<file path="src/rtl/ifetch_queue_pkg.sv">
// rtl/ifetch_queue_pkg.sv - shared constants, state enum and pc helper for the fetch queue
package ifetch_queue_pkg;

  localparam int XLEN       = 32;
  localparam int INSN_BYTES = 4;
  localparam logic [XLEN-1:0] RESET_PC_DEF = 32'h0080_0000;

  typedef enum logic {
    FETCH = 1'b0,
    DRAIN = 1'b1
  } ifq_state_e;

  // Instructions are word aligned; low address bits carry no meaning.
  function automatic logic [XLEN-1:0] align_pc(input logic [XLEN-1:0] pc);
    return pc & ~(XLEN'(INSN_BYTES - 1));
  endfunction

endpackage

</file>
<file path="src/rtl/ifetch_queue_if.sv">
// rtl/ifetch_queue_if.sv - memory request/response, redirect and instruction channels of the fetch queue
interface ifetch_queue_if;
  import ifetch_queue_pkg::*;

  logic            mem_req_valid;
  logic            mem_req_ready;
  logic [XLEN-1:0] mem_req_addr;
  logic            mem_rsp_valid;
  logic [XLEN-1:0] mem_rsp_data;
  logic            redirect_valid;
  logic [XLEN-1:0] redirect_pc;
  logic            inst_valid;
  logic            inst_ready;
  logic [XLEN-1:0] inst_data;
  logic [XLEN-1:0] inst_pc;

  // Fetch queue side.
  modport master (
    output mem_req_valid, mem_req_addr, inst_valid, inst_data, inst_pc,
    input  mem_req_ready, mem_rsp_valid, mem_rsp_data, redirect_valid, redirect_pc, inst_ready
  );

  // Memory / core side.
  modport slave (
    input  mem_req_valid, mem_req_addr, inst_valid, inst_data, inst_pc,
    output mem_req_ready, mem_rsp_valid, mem_rsp_data, redirect_valid, redirect_pc, inst_ready
  );

endinterface

</file>
<file path="src/rtl/ifetch_queue_fifo.sv">
// rtl/ifetch_queue_fifo.sv - synchronous prefetch FIFO holding {pc, insn} entries
module ifq_fifo #(
  parameter  int WIDTH = 64,
  parameter  int DEPTH = 4,
  localparam int AW    = $clog2(DEPTH),
  localparam int CW    = $clog2(DEPTH + 1)
) (
  input  logic             clk,
  input  logic             reset_n,
  input  logic             push,
  input  logic             pop,
  input  logic             flush,
  input  logic [WIDTH-1:0] wdata,
  output logic [WIDTH-1:0] rdata,
  output logic             full,
  output logic             empty,
  output logic [CW-1:0]    count
);

  logic [WIDTH-1:0] mem [DEPTH];
  logic [AW-1:0]    wr_ptr;
  logic [AW-1:0]    rd_ptr;
  logic             do_push;
  logic             do_pop;

  assign full    = (count == CW'(DEPTH));
  assign empty   = (count == '0);
  assign do_push = push && !full;
  assign do_pop  = pop && !empty;
  assign rdata   = mem[rd_ptr];

  // Pointer and occupancy bookkeeping; flush empties the queue in one cycle.
  always_ff @(posedge clk or negedge reset_n) begin
    if (!reset_n) begin
      wr_ptr <= '0;
      rd_ptr <= '0;
      count  <= '0;
    end else if (flush) begin
      wr_ptr <= '0;
      rd_ptr <= '0;
      count  <= '0;
    end else begin
      if (do_push) wr_ptr <= wr_ptr + 1'b1;
      if (do_pop)  rd_ptr <= rd_ptr + 1'b1;
      count <= count + CW'(do_push) - CW'(do_pop);
    end
  end

  // Entry storage; contents are don't-care while the slot is empty.
  always_ff @(posedge clk) begin
    if (do_push && !flush) mem[wr_ptr] <= wdata;
  end

endmodule

</file>
<file path="src/rtl/ifetch_queue.sv">
// rtl/ifetch_queue.sv - sequential instruction fetch with prefetch FIFO and redirect draining; IFQ_BYPASS_EN enables empty-FIFO response bypass
module ifetch_queue import ifetch_queue_pkg::*; #(
  parameter int              DEPTH    = 4,
  parameter int              MAX_OUT  = 2,
  parameter logic [XLEN-1:0] RESET_PC = RESET_PC_DEF
) (
  input  logic          clk,
  input  logic          reset_n,
  ifetch_queue_if.master bus
);

  localparam int CW = $clog2(DEPTH + 1);
  localparam int PW = (MAX_OUT > 1) ? $clog2(MAX_OUT) : 1;
  localparam logic [PW-1:0] PLAST = PW'(MAX_OUT - 1);

  ifq_state_e      state;
  ifq_state_e      state_nx;
  logic [CW-1:0]   outstanding;
  logic [CW-1:0]   drop_cnt;
  logic [CW-1:0]   drop_calc;
  logic [XLEN-1:0] fetch_pc;

  logic [XLEN-1:0] pcq [MAX_OUT];
  logic [PW-1:0]   pcq_wr;
  logic [PW-1:0]   pcq_rd;
  logic [XLEN-1:0] rsp_pc;

  logic            f_push;
  logic            f_pop;
  logic            f_flush;
  logic            f_full;
  logic            f_empty;
  logic [CW-1:0]   f_count;
  logic [2*XLEN-1:0] f_rdata;

  logic            req_acc;
  logic            rsp;
  logic            redir;
  logic            credit_ok;
  logic            bypass_hit;
  logic            req_valid;
  logic            out_valid;
  logic [XLEN-1:0] out_pc;
  logic [XLEN-1:0] out_data;

  assign redir   = bus.redirect_valid;
  assign rsp     = bus.mem_rsp_valid;
  assign req_acc = req_valid && bus.mem_req_ready;
  assign rsp_pc  = pcq[pcq_rd];

  // Credits come only from registered counts, so a response never frees a slot in its own cycle.
  assign credit_ok = (outstanding < CW'(MAX_OUT)) &&
                     (({1'b0, f_count} + {1'b0, outstanding}) < (CW + 1)'(DEPTH));

  // Everything still in flight after this cycle is stale once a redirect lands.
  assign drop_calc = outstanding + CW'(req_acc) - CW'(rsp);

  ifq_fifo #(
    .WIDTH (2 * XLEN),
    .DEPTH (DEPTH)
  ) u_fifo (
    .clk     (clk),
    .reset_n (reset_n),
    .push    (f_push),
    .pop     (f_pop),
    .flush   (f_flush),
    .wdata   ({rsp_pc, bus.mem_rsp_data}),
    .rdata   (f_rdata),
    .full    (f_full),
    .empty   (f_empty),
    .count   (f_count)
  );

  // State register.
  always_ff @(posedge clk or negedge reset_n) begin
    if (!reset_n) state <= FETCH;
    else          state <= state_nx;
  end

  // Next state: redirect dominates; DRAIN ends with the last stale response.
  always_comb begin
    state_nx = state;
    if (redir) begin
      state_nx = (drop_calc != '0) ? DRAIN : FETCH;
    end else if (state == DRAIN && rsp && drop_cnt == CW'(1)) begin
      state_nx = FETCH;
    end
  end

  // Outputs and FIFO controls; redirect kills the request and any push/pop in its cycle.
  always_comb begin
    req_valid = reset_n && (state == FETCH) && !redir && credit_ok;
`ifdef IFQ_BYPASS_EN
    bypass_hit = reset_n && (state == FETCH) && f_empty && bus.inst_ready && rsp && !redir;
`else
    bypass_hit = 1'b0;
`endif
    f_push    = (state == FETCH) && rsp && !redir && !bypass_hit;
    f_pop     = bus.inst_ready && !f_empty && !redir;
    f_flush   = redir;
    out_valid = !f_empty || bypass_hit;
    out_pc    = '0;
    out_data  = '0;
    if (bypass_hit) begin
      out_pc   = rsp_pc;
      out_data = bus.mem_rsp_data;
    end else if (!f_empty) begin
      out_pc   = f_rdata[2*XLEN-1:XLEN];
      out_data = f_rdata[XLEN-1:0];
    end
  end

  assign bus.mem_req_valid = req_valid;
  assign bus.mem_req_addr  = fetch_pc;
  assign bus.inst_valid    = out_valid;
  assign bus.inst_pc       = out_pc;
  assign bus.inst_data     = out_data;

  // Fetch pc, outstanding/drop counters and pc tracking pointers.
  always_ff @(posedge clk or negedge reset_n) begin
    if (!reset_n) begin
      fetch_pc    <= RESET_PC;
      outstanding <= '0;
      drop_cnt    <= '0;
      pcq_wr      <= '0;
      pcq_rd      <= '0;
    end else begin
      outstanding <= outstanding + CW'(req_acc) - CW'(rsp);
      if (req_acc) pcq_wr <= (pcq_wr == PLAST) ? '0 : pcq_wr + 1'b1;
      if (rsp)     pcq_rd <= (pcq_rd == PLAST) ? '0 : pcq_rd + 1'b1;
      if (redir) begin
        fetch_pc <= align_pc(bus.redirect_pc);
        drop_cnt <= drop_calc;
      end else begin
        if (req_acc) fetch_pc <= fetch_pc + XLEN'(INSN_BYTES);
        if (state == DRAIN && rsp) drop_cnt <= drop_cnt - 1'b1;
      end
    end
  end

  // Pc of each issued request, retired in order by its response.
  always_ff @(posedge clk) begin
    if (req_acc) pcq[pcq_wr] <= fetch_pc;
  end

endmodule

</file>
<file path="src/flat_wrapper.sv">
// flat-port wrapper written by rule: the top's interface ports become plain ports
module ifetch_queue_flat import ifetch_queue_pkg::*;
#(
  parameter int              DEPTH    = 4,
  parameter int              MAX_OUT  = 2,
  parameter logic [XLEN-1:0] RESET_PC = RESET_PC_DEF
)
  (clk, reset_n, bus_mem_req_valid, bus_mem_req_addr, bus_inst_valid, bus_inst_data, bus_inst_pc, bus_mem_req_ready, bus_mem_rsp_valid, bus_mem_rsp_data, bus_redirect_valid, bus_redirect_pc, bus_inst_ready);
  ifetch_queue_if bus_i ();
  input  logic clk;
  input  logic reset_n;
  output wire logic [$bits(bus_i.mem_req_valid)-1:0] bus_mem_req_valid;
  output wire logic [$bits(bus_i.mem_req_addr)-1:0] bus_mem_req_addr;
  output wire logic [$bits(bus_i.inst_valid)-1:0] bus_inst_valid;
  output wire logic [$bits(bus_i.inst_data)-1:0] bus_inst_data;
  output wire logic [$bits(bus_i.inst_pc)-1:0] bus_inst_pc;
  input wire logic [$bits(bus_i.mem_req_ready)-1:0] bus_mem_req_ready;
  input wire logic [$bits(bus_i.mem_rsp_valid)-1:0] bus_mem_rsp_valid;
  input wire logic [$bits(bus_i.mem_rsp_data)-1:0] bus_mem_rsp_data;
  input wire logic [$bits(bus_i.redirect_valid)-1:0] bus_redirect_valid;
  input wire logic [$bits(bus_i.redirect_pc)-1:0] bus_redirect_pc;
  input wire logic [$bits(bus_i.inst_ready)-1:0] bus_inst_ready;
  assign bus_mem_req_valid = bus_i.mem_req_valid;
  assign bus_mem_req_addr = bus_i.mem_req_addr;
  assign bus_inst_valid = bus_i.inst_valid;
  assign bus_inst_data = bus_i.inst_data;
  assign bus_inst_pc = bus_i.inst_pc;
  assign bus_i.mem_req_ready = bus_mem_req_ready;
  assign bus_i.mem_rsp_valid = bus_mem_rsp_valid;
  assign bus_i.mem_rsp_data = bus_mem_rsp_data;
  assign bus_i.redirect_valid = bus_redirect_valid;
  assign bus_i.redirect_pc = bus_redirect_pc;
  assign bus_i.inst_ready = bus_inst_ready;
  ifetch_queue #(.DEPTH(DEPTH), .MAX_OUT(MAX_OUT), .RESET_PC(RESET_PC)) u_core (.clk(clk), .reset_n(reset_n), .bus(bus_i));
endmodule
</file>
<file path="config.mk">
export PLATFORM = sky130hd
export DESIGN_NAME = ifetch_queue_flat
export DESIGN_NICKNAME = d
export VERILOG_FILES = /design/src/rtl/ifetch_queue_pkg.sv /design/src/rtl/ifetch_queue_if.sv /design/src/rtl/ifetch_queue_fifo.sv /design/src/rtl/ifetch_queue.sv /design/src/flat_wrapper.sv
export SDC_FILE = /design/constraint.sdc
export NUM_CORES = 1
export LEC_CHECK = 0
export CAP_MARGIN = 5
export CORE_UTILIZATION = 52
export CTS_BUF_LIST = sky130_fd_sc_hd__clkbuf_2 sky130_fd_sc_hd__clkbuf_4 sky130_fd_sc_hd__clkbuf_8
export DETAILED_ROUTE_END_ITERATION = 8
export GPL_TIMING_DRIVEN = 0
export PLACE_DENSITY = 0.81
export SLEW_MARGIN = 30
export SYNTH_ARGS = -nofsm -noshare
export SYNTH_HDL_FRONTEND = slang
export SYNTH_SLANG_ARGS = --single-unit
export TNS_END_PERCENT = 50
</file>
<file path="constraint.sdc">
create_clock -name clk -period 3.4 [get_ports clk]
set_input_delay 0.68 -clock clk [delete_from_list [all_inputs] [get_ports clk]]
set_output_delay 0.68 -clock clk [all_outputs]
set_load 0.01 [all_outputs]
</file>
==> results of run 1 <==
-- area by class of cell --
| class | instances | share of cell area [%] |
|---|---|---|
| clock buffer | 71 | 4.97 |
| clock inverter | 26 | 1.09 |
| multi-input combinational | 397 | 21.2 |
| sequential | 354 | 59.0 |
| inverter | 16 | 0.341 |
| tap | 341 | 2.42 |
| buffer | 39 | 1.26 |
| timing repair buffer | 166 | 9.74 |
-- through the flow --
stage	std cells	instance area, µm²
after floorplan	808	14400
after global placement	1310	16400
after detailed placement	1315	16500
after CTS	1411	17600
after global routing	1410	17600
final	1410	17600
-- worst min path at each step --
stage / end / start / cells past startpoint / slack [ps]
after floorplan: u_core.bus.mem_req_addr[10] / reset_n / 0 / 380
after global placement: u_core.pcq_wr / u_core.pcq_wr / 1 / 470
after detailed placement: u_core.u_fifo.wr_ptr[0] / u_core.u_fifo.wr_ptr[0] / 1 / 540
after CTS: u_core.u_fifo.count[2] / reset_n / 1 / 110
after global routing: u_core.bus.mem_req_addr[22] / reset_n / 1 / 130
final: u_core.bus.mem_req_addr[22] / reset_n / 1 / 110
-- synthesized netlist by cell type (2+ instances only) --
master and number:
or4_1 3, nor3_1 3, fa_1 2, a22oi_1 2
xor2_1 6, xnor2_1 9, dfrtp_1 45, nor4_1 7
ha_1 14, o31ai_1 2, a221o_1 4, o311ai_0 5
nor2_1 26, o41ai_1 3, or3_1 2, nand4_2 2
nand4_1 11, mux4_2 62, mux2i_1 5, edfxtp_1 308
mux2_2 33, nand2_1 48, a21oi_1 4, a32oi_1 2
and3_1 4, buf_4 4, clkbuf_1 22, a31oi_1 3
o21ai_0 18, inv_1 16, nand3_1 21, buf_1 6
and2_1 71, buf_2 6, o211ai_1 8
-- sequential cells by signal (all words and copies together), names as in the netlist --
name and count:
u_core.u_fifo.mem 248, u_core.pcq 60, u_core.bus.mem_req_addr 30, u_core.drop_cnt 3
u_core.outstanding 3, u_core.u_fifo.count 3, u_core.u_fifo.rd_ptr 2, u_core.u_fifo.wr_ptr 2
u_core.pcq_rd 1, u_core.pcq_wr 1, u_core.state 1
-- cell families (layout without fill, tap and decap cells) --
| family | count (synthesis) | count (layout) | share of synthesized area (%) |
|---|---|---|---|
| AO/OA/AOI/OAI | 55 | 55 | 2.68 |
| XOR/XNOR | 15 | 15 | 0.915 |
| adder cells (fa/ha/maj) | 16 | 16 | 1.50 |
| buffers and inverters | 57 | 318 | 1.78 |
| flip-flops | 354 | 354 | 72.4 |
| multiplexers | 100 | 100 | 12.7 |
| other | 1 | 4 | 0.0261 |
| AND/OR/NAND/NOR | 207 | 207 | 8.00 |
-- power breakdown --
| part | internal, mW | leakage, nW | switching, mW |
|---|---|---|---|
| logic | 1.74 | 2.09 | 1.47 |
| clock network | 1.90 | 0.553 | 1.54 |
| registers | 5.10 | 3.34 | 0.204 |
-- repair_timing --
action	in CTS	in global routing
hold buffers	0	0
hold endpoints to repair	0	0
endpoints found under the setup margin	62	53
gates resized for setup	20	3
buffers inserted	0	0
-- layer usage --
metal  GRT usage, %  share of wire, %  vias to the layer above
li1               -                 -                     3614
met1           28.3                41                     4027
met2           34.0                49                      365
met3           4.35               7.6                       44
met4           6.84               2.0                        0
met5              0                 0                        -
==> flow_metrics.env, run 1 <==
export IMPL_area_delta_synth_final_pct=22.8
export IMPL_die_area_mm2=0.0283
export IMPL_critPathTopFamily="buffers and inverters"
export IMPL_ff_latch_area_mm2=0.0104
export IMPL_synthFlopType="edfxtp_1"
export IMPL_tns_ps=0
export IMPL_dp_hpwl_mm=18.3
export IMPL_antenna_found_initial=0
export IMPL_status="completed"
export IMPL_dieWidth_um=168
export IMPL_worst_pin_slew_ps=760
export IMPL_cp_common_cell="buf_4"
export IMPL_syn_area_mm2=0.0144
export IMPL_crit_path_end="bus_inst_pc[7]"
export IMPL_critPathMaxStageDelay_ps=520
export IMPL_final_cell_mix="edfxtp_1 (308), clkdlybuf4s50_1 (160), and2_1 (66)"
export IMPL_slew_headroom_pct=49.3
export IMPL_hold_viol_final=0
export IMPL_r2r_end="u_core.state"
export IMPL_drv_slew=0
export IMPL_timing_hold_ws_ps=114
export IMPL_crit_path_start_kind="flop"
export IMPL_fin_total_pwr_mw=12.0
export IMPL_tritoncts="built"
export IMPL_fillers=1833
export IMPL_clk_pin_slew_ps=60
export IMPL_routabilityCongestion=0.917
export IMPL_finalWorstSetupSlack_ps=109
export IMPL_synthCells=805
export IMPL_antenna_left=0
export IMPL_yosysWarnings=0
export IMPL_synth_seq_cells=354
export IMPL_io_pins=168
export IMPL_num_vias=8050
export IMPL_synth_top_cell_area_share_pct=64.4
export IMPL_htree_levels=2
export IMPL_overflow=0
export IMPL_leakage_nw=5.98
export IMPL_synth_edff_count=308
export IMPL_ff2ff_path_depth=8
export IMPL_clk_latency_ps=580
export IMPL_drtIter0Drc=604
export IMPL_crit_buf_inv=3
export IMPL_grt_pass1_vias=8184
export IMPL_powerDensity_mw_per_mm2=678
export IMPL_fin_nets=1115
export IMPL_ys_types=53
export IMPL_postLayoutCoreUtil_pct=65.2
export IMPL_grt_max_degree=48
export IMPL_clk_path_buf_depth=3
export IMPL_postSynthAreaPerCell_um2=17.8
export IMPL_port_buffers=161
export IMPL_drv_cap=0
export IMPL_fmax_ghz=0.304
export IMPL_grtUsageTotal_pct=20.8
export IMPL_ir_worst_vdd_v=0.000331
export IMPL_fin_crit_sh_pct=96.8
export IMPL_yosysSeqAreaShare_pct=72.4
export IMPL_synth_area_leaders="edfxtp_1 (64%), mux4_2 (9.7%), dfrtp_1 (7.8%)"
export IMPL_crit_path_end_kind="primary output"
export IMPL_required_ps=2720
export IMPL_core_mm2=0.0270
export IMPL_cts_buffers=55
export IMPL_pre_cts_ws_ps=-344
export IMPL_synth_largest_area_cell="edfxtp_1"
export IMPL_grt_pass1_wl_mm=44.8
export IMPL_cp_depth=5
export IMPL_drc=0
export IMPL_routedWlPerCell_um=20.3
export IMPL_arrival_ps=2610
export IMPL_numClockSinks=354
export IMPL_multi_input_area_mm2=0.00373
export IMPL_vias_per_cell=5.71
export IMPL_hold_path_class="in2async"
export IMPL_setup_violations=0
export IMPL_reg2reg_from="u_core.u_fifo.count[2]"
export IMPL_r2r_slack_ps=410
export IMPL_fin_crit_ps=3290
export IMPL_cts_root_buf="clkbuf_8"
export IMPL_initial_core_util_pct=53.1
export IMPL_drt_wl_total_mm=28.7
export IMPL_crit_type="reg2out"
export IMPL_crit_path_cell_trace="buf_4, buf_4, mux4_2, and2_1, clkdlybuf4s50_1"
export IMPL_die_h_um=168
export IMPL_num_rows=60
export IMPL_crit_fanout=10
export IMPL_cpMaxStageDelayCell="mux4_2"
export IMPL_diodes=0
export IMPL_drt_first_pass_iters=5
export IMPL_timing_critical_path_from="u_core.u_fifo.rd_ptr[0]"
export IMPL_drive_gt1_share_pct=20.8
export IMPL_rsz0062_at_grt="true"
export IMPL_finClkSkew_ps=23.5
export IMPL_final_common_cell="edfxtp_1"
export IMPL_async_reset_ff_share_pct=13.0
Note: power is estimated with default switching activity, not from simulation.
==> run 2: changes to the inputs <==
--- a/config.mk
+++ b/config.mk
@@ -6,13 +6,14 @@
 export NUM_CORES = 1
 export LEC_CHECK = 0
 export CAP_MARGIN = 5
-export CORE_UTILIZATION = 52
+export CORE_UTILIZATION = 53
 export CTS_BUF_LIST = sky130_fd_sc_hd__clkbuf_2 sky130_fd_sc_hd__clkbuf_4 sky130_fd_sc_hd__clkbuf_8
 export DETAILED_ROUTE_END_ITERATION = 8
 export GPL_TIMING_DRIVEN = 0
-export PLACE_DENSITY = 0.81
+export PLACE_DENSITY = 0.82
 export SLEW_MARGIN = 30
 export SYNTH_ARGS = -nofsm -noshare
 export SYNTH_HDL_FRONTEND = slang
+export SYNTH_HIERARCHICAL = 1
 export SYNTH_SLANG_ARGS = --single-unit
 export TNS_END_PERCENT = 50
==> flow_metrics.env, run 2 <==
export IMPL_ys_top_cells_by_count="edfxtp_1 (316), nor2b_1 (70), mux4_2 (64)"
export IMPL_io_pins=168
export IMPL_drive_gt1_share_pct=22.9
export IMPL_ff2ff_path_depth=12
export IMPL_largest_register_ffs=256
export IMPL_clk_path_buf_depth=3
export IMPL_ir_worst_vdd_v=0.000279
export IMPL_dp_hpwl_mm=20.8
export IMPL_crit_path_end_kind="primary output"
export IMPL_regMostFlops="u_core/u_fifo/mem"
export IMPL_syn_area_mm2=0.0147
export IMPL_critPathMaxStageDelay_ps=520
export IMPL_fin_nets=1155
export IMPL_grtUsageTotal_pct=22.1
export IMPL_grt_pass1_vias=8581
export IMPL_setup_violations=0
export IMPL_htree_levels=2
export IMPL_num_vias=8271
export IMPL_overflow=0
export IMPL_slew_headroom_pct=51.2
export IMPL_finalWorstSetupSlack_ps=128
export IMPL_rsz0062_at_grt="false"
export IMPL_dp_cells=1355
export IMPL_ff_latch_area_mm2=0.0106
export IMPL_crit_path_end="bus_inst_pc[5]"
export IMPL_grt_pass1_wl_mm=47.1
export IMPL_synthCells=815
export IMPL_timing_hold_ws_ps=134
export IMPL_multi_input_area_mm2=0.00386
export IMPL_die_h_um=168
export IMPL_r2r_end="u_core/state"
export IMPL_crit_buf_inv=3
export IMPL_timing_critical_path_from="u_core/u_fifo/rd_ptr[1]"
export IMPL_crit_path_cell_trace="buf_4, buf_2, mux4_2, nor2b_1, clkdlybuf4s50_1"
export IMPL_postSynthAreaPerCell_um2=18.0
export IMPL_pre_cts_ws_ps=-834
export IMPL_core_mm2=0.0270
export IMPL_final_common_cell="edfxtp_1"
export IMPL_async_reset_ff_share_pct=12.7
export IMPL_diodes=0
export IMPL_fin_crit_ps=3270
export IMPL_num_rows=60
export IMPL_arrival_ps=2590
export IMPL_ys_types=54
export IMPL_synth_largest_area_cell="edfxtp_1"
export IMPL_synth_area_leaders="edfxtp_1 (65%), mux4_2 (9.8%), dfrtp_1 (7.7%)"
export IMPL_drc=0
export IMPL_reg2reg_from="u_core/u_fifo/count[2]"
export IMPL_yosysSeqAreaShare_pct=72.5
export IMPL_vias_per_cell=5.71
export IMPL_crit_fanout=10
export IMPL_cts_root_buf="clkbuf_8"
export IMPL_die_area_mm2=0.0283
export IMPL_clk_latency_ps=570
export IMPL_drt_wl_total_mm=30.2
export IMPL_tritoncts="built"
export IMPL_cpMaxStageDelayCell="clkdlybuf4s50_1"
export IMPL_synth_seq_cells=362
export IMPL_numClockSinks=362
export IMPL_synth_edff_count=316
export IMPL_synth_top_cell_area_share_pct=64.7
export IMPL_yosysWarnings=6
export IMPL_r2r_slack_ps=250
export IMPL_fmax_ghz=0.306
export IMPL_fin_area_mm2=0.0182
export IMPL_area_delta_synth_final_pct=24.3
export IMPL_synthFlopType="edfxtp_1"
export IMPL_cts_buffers=53
export IMPL_fillers=1799
export IMPL_crit_type="reg2out"
export IMPL_critPathTopFamily="buffers and inverters"
export IMPL_drt_first_pass_iters=5
export IMPL_routabilityCongestion=0.892
export IMPL_grt_max_degree=48
export IMPL_drv_cap=0
export IMPL_worst_pin_slew_ps=733
export IMPL_cp_depth=5
export IMPL_fin_total_pwr_mw=10.0
export IMPL_finClkSkew_ps=26.1
export IMPL_required_ps=2720
export IMPL_dieWidth_um=168
export IMPL_crit_path_start_kind="flop"
export IMPL_postLayoutCoreUtil_pct=67.4
export IMPL_drv_slew=0
export IMPL_port_buffers=163
export IMPL_powerDensity_mw_per_mm2=551
export IMPL_initial_core_util_pct=54.3
export IMPL_final_cell_mix="edfxtp_1 (316), clkdlybuf4s50_1 (161), nor2b_1 (70)"
export IMPL_antenna_found_initial=0
export IMPL_tns_ps=0
export IMPL_dpl_cell_area_mm2=0.0172
export IMPL_yosysMostFrequentCell="edfxtp_1"
export IMPL_status="completed"
export IMPL_leakage_nw=6.15
export IMPL_drtIter0Drc=610
export IMPL_fin_crit_sh_pct=96.2
export IMPL_routedWlPerCell_um=20.9
export IMPL_clk_pin_slew_ps=60
export IMPL_antenna_left=0
export IMPL_stdcell_count=1448
export IMPL_hold_viol_final=0
export IMPL_hold_path_class="in2async"
-- run 2: cell count changes after synthesis, moves of 5 or more --
cell / previous run / this run
and2_1: 71 / 5
clkbuf_1: 22 / 17
edfxtp_1: 308 / 316
nand2_1: 48 / 38
nand2b_1: 1 / 6
nand3_1: 21 / 15
nor2_1: 26 / 20
nor2b_1: 1 / 70
nor3b_1: 0 / 6
o21ai_0: 18 / 8
o21ai_1: 0 / 20
o311ai_0: 5 / 0
-- run 2: how the worst min path moves through the flow --
stage,depth (start not counted),from,to
2_1_floorplan,0,reset_n,u_core/bus.mem_req_addr[10]
3_3_place_gp,1,u_core/pcq_wr,u_core/pcq_wr
3_5_place_dp,0,u_core/bus.mem_req_addr[24],u_core/pcq[1][24]
4_1_cts,1,reset_n,u_core/bus.mem_req_addr[5]
5_1_grt,1,reset_n,u_core/bus.mem_req_addr[14]
6_report,1,reset_n,u_core/bus.mem_req_addr[16]
-- run 2: final cells by class --
class                   instances  area share (%)
clock inverters                17           0.432
flip-flops and latches        362            58.4
plain buffers                  39            1.30
multi-input cells             405            21.2
well taps                     341            2.34
clock buffers                  76            5.05
repair buffers                190            10.9
inverters                      18           0.371
-- run 2: logic make-up after synthesis --
| kind of cell | count (synthesis) | share of synthesized area (%) |
|---|---|---|
| buffers and inverters | 57 | 1.83 |
| XOR/XNOR | 13 | 0.776 |
| adder cells (fa/ha/maj) | 16 | 1.47 |
| flip-flops | 362 | 72.5 |
| AO/OA/AOI/OAI | 61 | 2.58 |
| multiplexers | 96 | 12.3 |
| AND/OR/NAND/NOR | 209 | 8.51 |
| other | 1 | 0.0256 |
-- run 2: metal layers --
metal,vias to the layer above,share of wire [%],GRT usage (%)
li1,3696,-,-
met1,4172,41,29.2
met2,359,50,37.0
met3,44,7.3,4.82
met4,0,1.6,6.36
met5,-,0,0
-- run 2: worst reg2reg max path, stage by stage (launching register included) --
cell and delay (ps):
dfrtp_1 460, ha_1 300, and4bb_2 360, and4_1 230, buf_2 200, inv_2 110, ha_1 280, inv_1 40
ha_1 180, fa_1 380, xnor2_1 170, o31ai_1 200, o21ai_0 110
-- run 2: what timing repair did --
action	4_1_cts	5_1_grt
setup endpoints to repair	67	39
gates resized for setup	17	8
hold buffers	0	0
pin swaps	0	1
buffers inserted	0	0
-- run 2: where the power goes --
part | total [mW] | internal, mW | leakage [nW] | switching (mW)
combinational | 1.53 | 0.752 | 2.20 | 0.774
sequential | 5.26 | 5.11 | 3.41 | 0.156
clock | 3.25 | 1.73 | 0.533 | 1.52
total | 10.0 | 7.59 | 6.15 | 2.45
==> run 3: changes to the inputs <==
--- a/config.mk
+++ b/config.mk
@@ -9,8 +9,10 @@
 export CORE_UTILIZATION = 53
 export CTS_BUF_LIST = sky130_fd_sc_hd__clkbuf_2 sky130_fd_sc_hd__clkbuf_4 sky130_fd_sc_hd__clkbuf_8
 export DETAILED_ROUTE_END_ITERATION = 8
+export GPL_ROUTABILITY_DRIVEN = 0
 export GPL_TIMING_DRIVEN = 0
 export PLACE_DENSITY = 0.82
+export REMOVE_ABC_BUFFERS = 1
 export SLEW_MARGIN = 30
 export SYNTH_ARGS = -nofsm -noshare
 export SYNTH_HDL_FRONTEND = slang
==> flow_metrics.env, run 3 (same netlist as run 2, synthesis figures left out) <==
export IMPL_clk_latency_ps=570
export IMPL_critPathMaxStageDelay_ps=510
export IMPL_final_cell_mix="edfxtp_1 (316), clkdlybuf4s50_1 (158), nor2b_1 (70)"
export IMPL_reg2reg_from="u_core/u_fifo/count[2]"
export IMPL_crit_buf_inv=3
export IMPL_drive_gt1_share_pct=24.1
export IMPL_crit_path_start_kind="flop"
export IMPL_grt_pass1_vias=8513
export IMPL_area_delta_synth_final_pct=24.9
export IMPL_cpMaxStageDelayCell="mux4_2"
export IMPL_worst_pin_slew_ps=863
export IMPL_status="completed"
export IMPL_antenna_left=0
export IMPL_num_rows=60
export IMPL_clk_path_buf_depth=3
export IMPL_io_pins=168
export IMPL_drt_first_pass_iters=4
export IMPL_dp_hpwl_mm=20.1
export IMPL_finClkSkew_ps=13.8
export IMPL_vias_per_cell=5.70
export IMPL_crit_path_cell_trace="buf_16, clkbuf_16, mux4_2, nor2b_1, clkdlybuf4s50_1"
export IMPL_port_buffers=163
export IMPL_fin_crit_sh_pct=95.7
export IMPL_r2r_end="u_core/state"
export IMPL_ir_worst_vdd_v=0.000321
export IMPL_numClockSinks=362
export IMPL_die_h_um=168
export IMPL_drc=0
export IMPL_crit_fanout=16
export IMPL_dieWidth_um=168
export IMPL_overflow=0
export IMPL_required_ps=2720
export IMPL_num_vias=8260
export IMPL_cts_root_buf="clkbuf_8"
export IMPL_r2r_slack_ps=180
export IMPL_crit_path_end_kind="primary output"
export IMPL_final_common_cell="edfxtp_1"
export IMPL_grt_pass1_wl_mm=47.0
export IMPL_drt_wl_total_mm=30.2
export IMPL_largest_register_ffs=256
export IMPL_hold_path_class="in2async"
export IMPL_die_area_mm2=0.0283
export IMPL_grtUsageTotal_pct=21.8
export IMPL_fmax_ghz=0.307
export IMPL_slew_headroom_pct=42.2
export IMPL_routedWlPerCell_um=20.8
export IMPL_regMostFlops="u_core/u_fifo/mem"
export IMPL_hold_viol_final=0
export IMPL_crit_type="reg2out"
export IMPL_rsz0062_at_grt="false"
export IMPL_fin_crit_ps=3250
export IMPL_setup_violations=0
export IMPL_critPathTopFamily="buffers and inverters"
export IMPL_tritoncts="built"
export IMPL_drv_slew=0
export IMPL_fin_nets=1151
export IMPL_htree_levels=2
export IMPL_core_mm2=0.0270
export IMPL_initial_core_util_pct=54.3
export IMPL_antenna_found_initial=0
export IMPL_cts_buffers=55
export IMPL_grt_max_degree=73
export IMPL_leakage_nw=6.18
export IMPL_powerDensity_mw_per_mm2=562
export IMPL_postLayoutCoreUtil_pct=67.8
export IMPL_diodes=0
export IMPL_drtIter0Drc=641
export IMPL_ff2ff_path_depth=11
export IMPL_arrival_ps=2570
export IMPL_tns_ps=0
export IMPL_drv_cap=0
export IMPL_clk_pin_slew_ps=60
[run 3: cell count changes in the layout (fill, tap and decap cells not counted), sizes merged]
cell | previous run | this run
clkbuf | 90 | 77
clkinv | 15 | 19
buf | 53 | 61
dlygate4sd2 | 0 | 3
clkinvlp | 2 | 4
clkdlybuf4s50 | 161 | 158
dlymetal6s2s | 1 | 0
bufinv | 0 | 2
[run 3: through the flow]
step | power (mW) | worst slack (ps) | hold slack [ps] | instance area [µm²] | std cells
floorplan | 6.10 | -3140 | 384 | 14500 | 785
global placement | 6.82 | -9160 | 474 | 16600 | 1289
detailed placement | 6.91 | -346 | 548 | 17100 | 1344
CTS | 10.4 | 2.69 | 112 | 18300 | 1450
global route | 10.7 | 19.0 | 132 | 18300 | 1450
finish | 10.3 | 146 | 114 | 18300 | 1450
[run 3: timing repair]
item,in CTS,in global routing
setup buffers,4,0
hold buffers,0,0
setup endpoints to repair,47,27
pin swaps,1,0
gates cloned,1,1
resized for setup,7,2
[run 3: area by class of cell]
cell class / count / area, µm²
repair buffers: 223 / 2250
inverters: 18 / 67.6
well taps: 341 / 427
multi-input cells: 405 / 3830
fillers: 1765 / 8710
flip-flops and latches: 362 / 10700
clock buffers: 76 / 915
clock inverters: 25 / 166
[run 3: worst max-delay path by stage]
stage                                       start                       end  slack, ps  cells past startpoint
after CTS                 u_core/u_fifo/rd_ptr[0]          bus_inst_data[6]          3                      5
after global placement         bus_redirect_valid  u_core/u_fifo/mem[0][33]      -9160                      5
after global routing      u_core/u_fifo/rd_ptr[0]          bus_inst_data[2]         20                      5
after detailed placement                  reset_n              u_core/state       -350                     10
after floorplan                bus_redirect_valid   u_core/u_fifo/mem[2][0]      -3140                      4
final                     u_core/u_fifo/rd_ptr[0]         bus_inst_data[11]        150                      5
[run 3: routing by layer]
metal,share of wire [%],track usage (%),vias up
met3,6.4,3.76,56
li1,-,-,3690
met4,2.7,7.47,0
met1,40,28.9,4172
met5,0,0,-
met2,51,36.9,342
[run 3: power by group]
group	leakage (nW)	internal [mW]	switching [mW]	total (mW)
Combinational	2.21	0.789	0.753	1.54
Clock	0.560	1.89	1.57	3.46
Sequential	3.41	5.11	0.171	5.28
[run 3: worst register-to-register path, stage by stage, from the launching register on]
cell and delay, ps:
dfrtp_2 460, ha_1 280, and4bb_2 340, and4_1 430, inv_2 150, ha_1 300, inv_1 40, ha_1 190
fa_1 380, xnor2_1 170, o31ai_1 200, o21ai_0 130
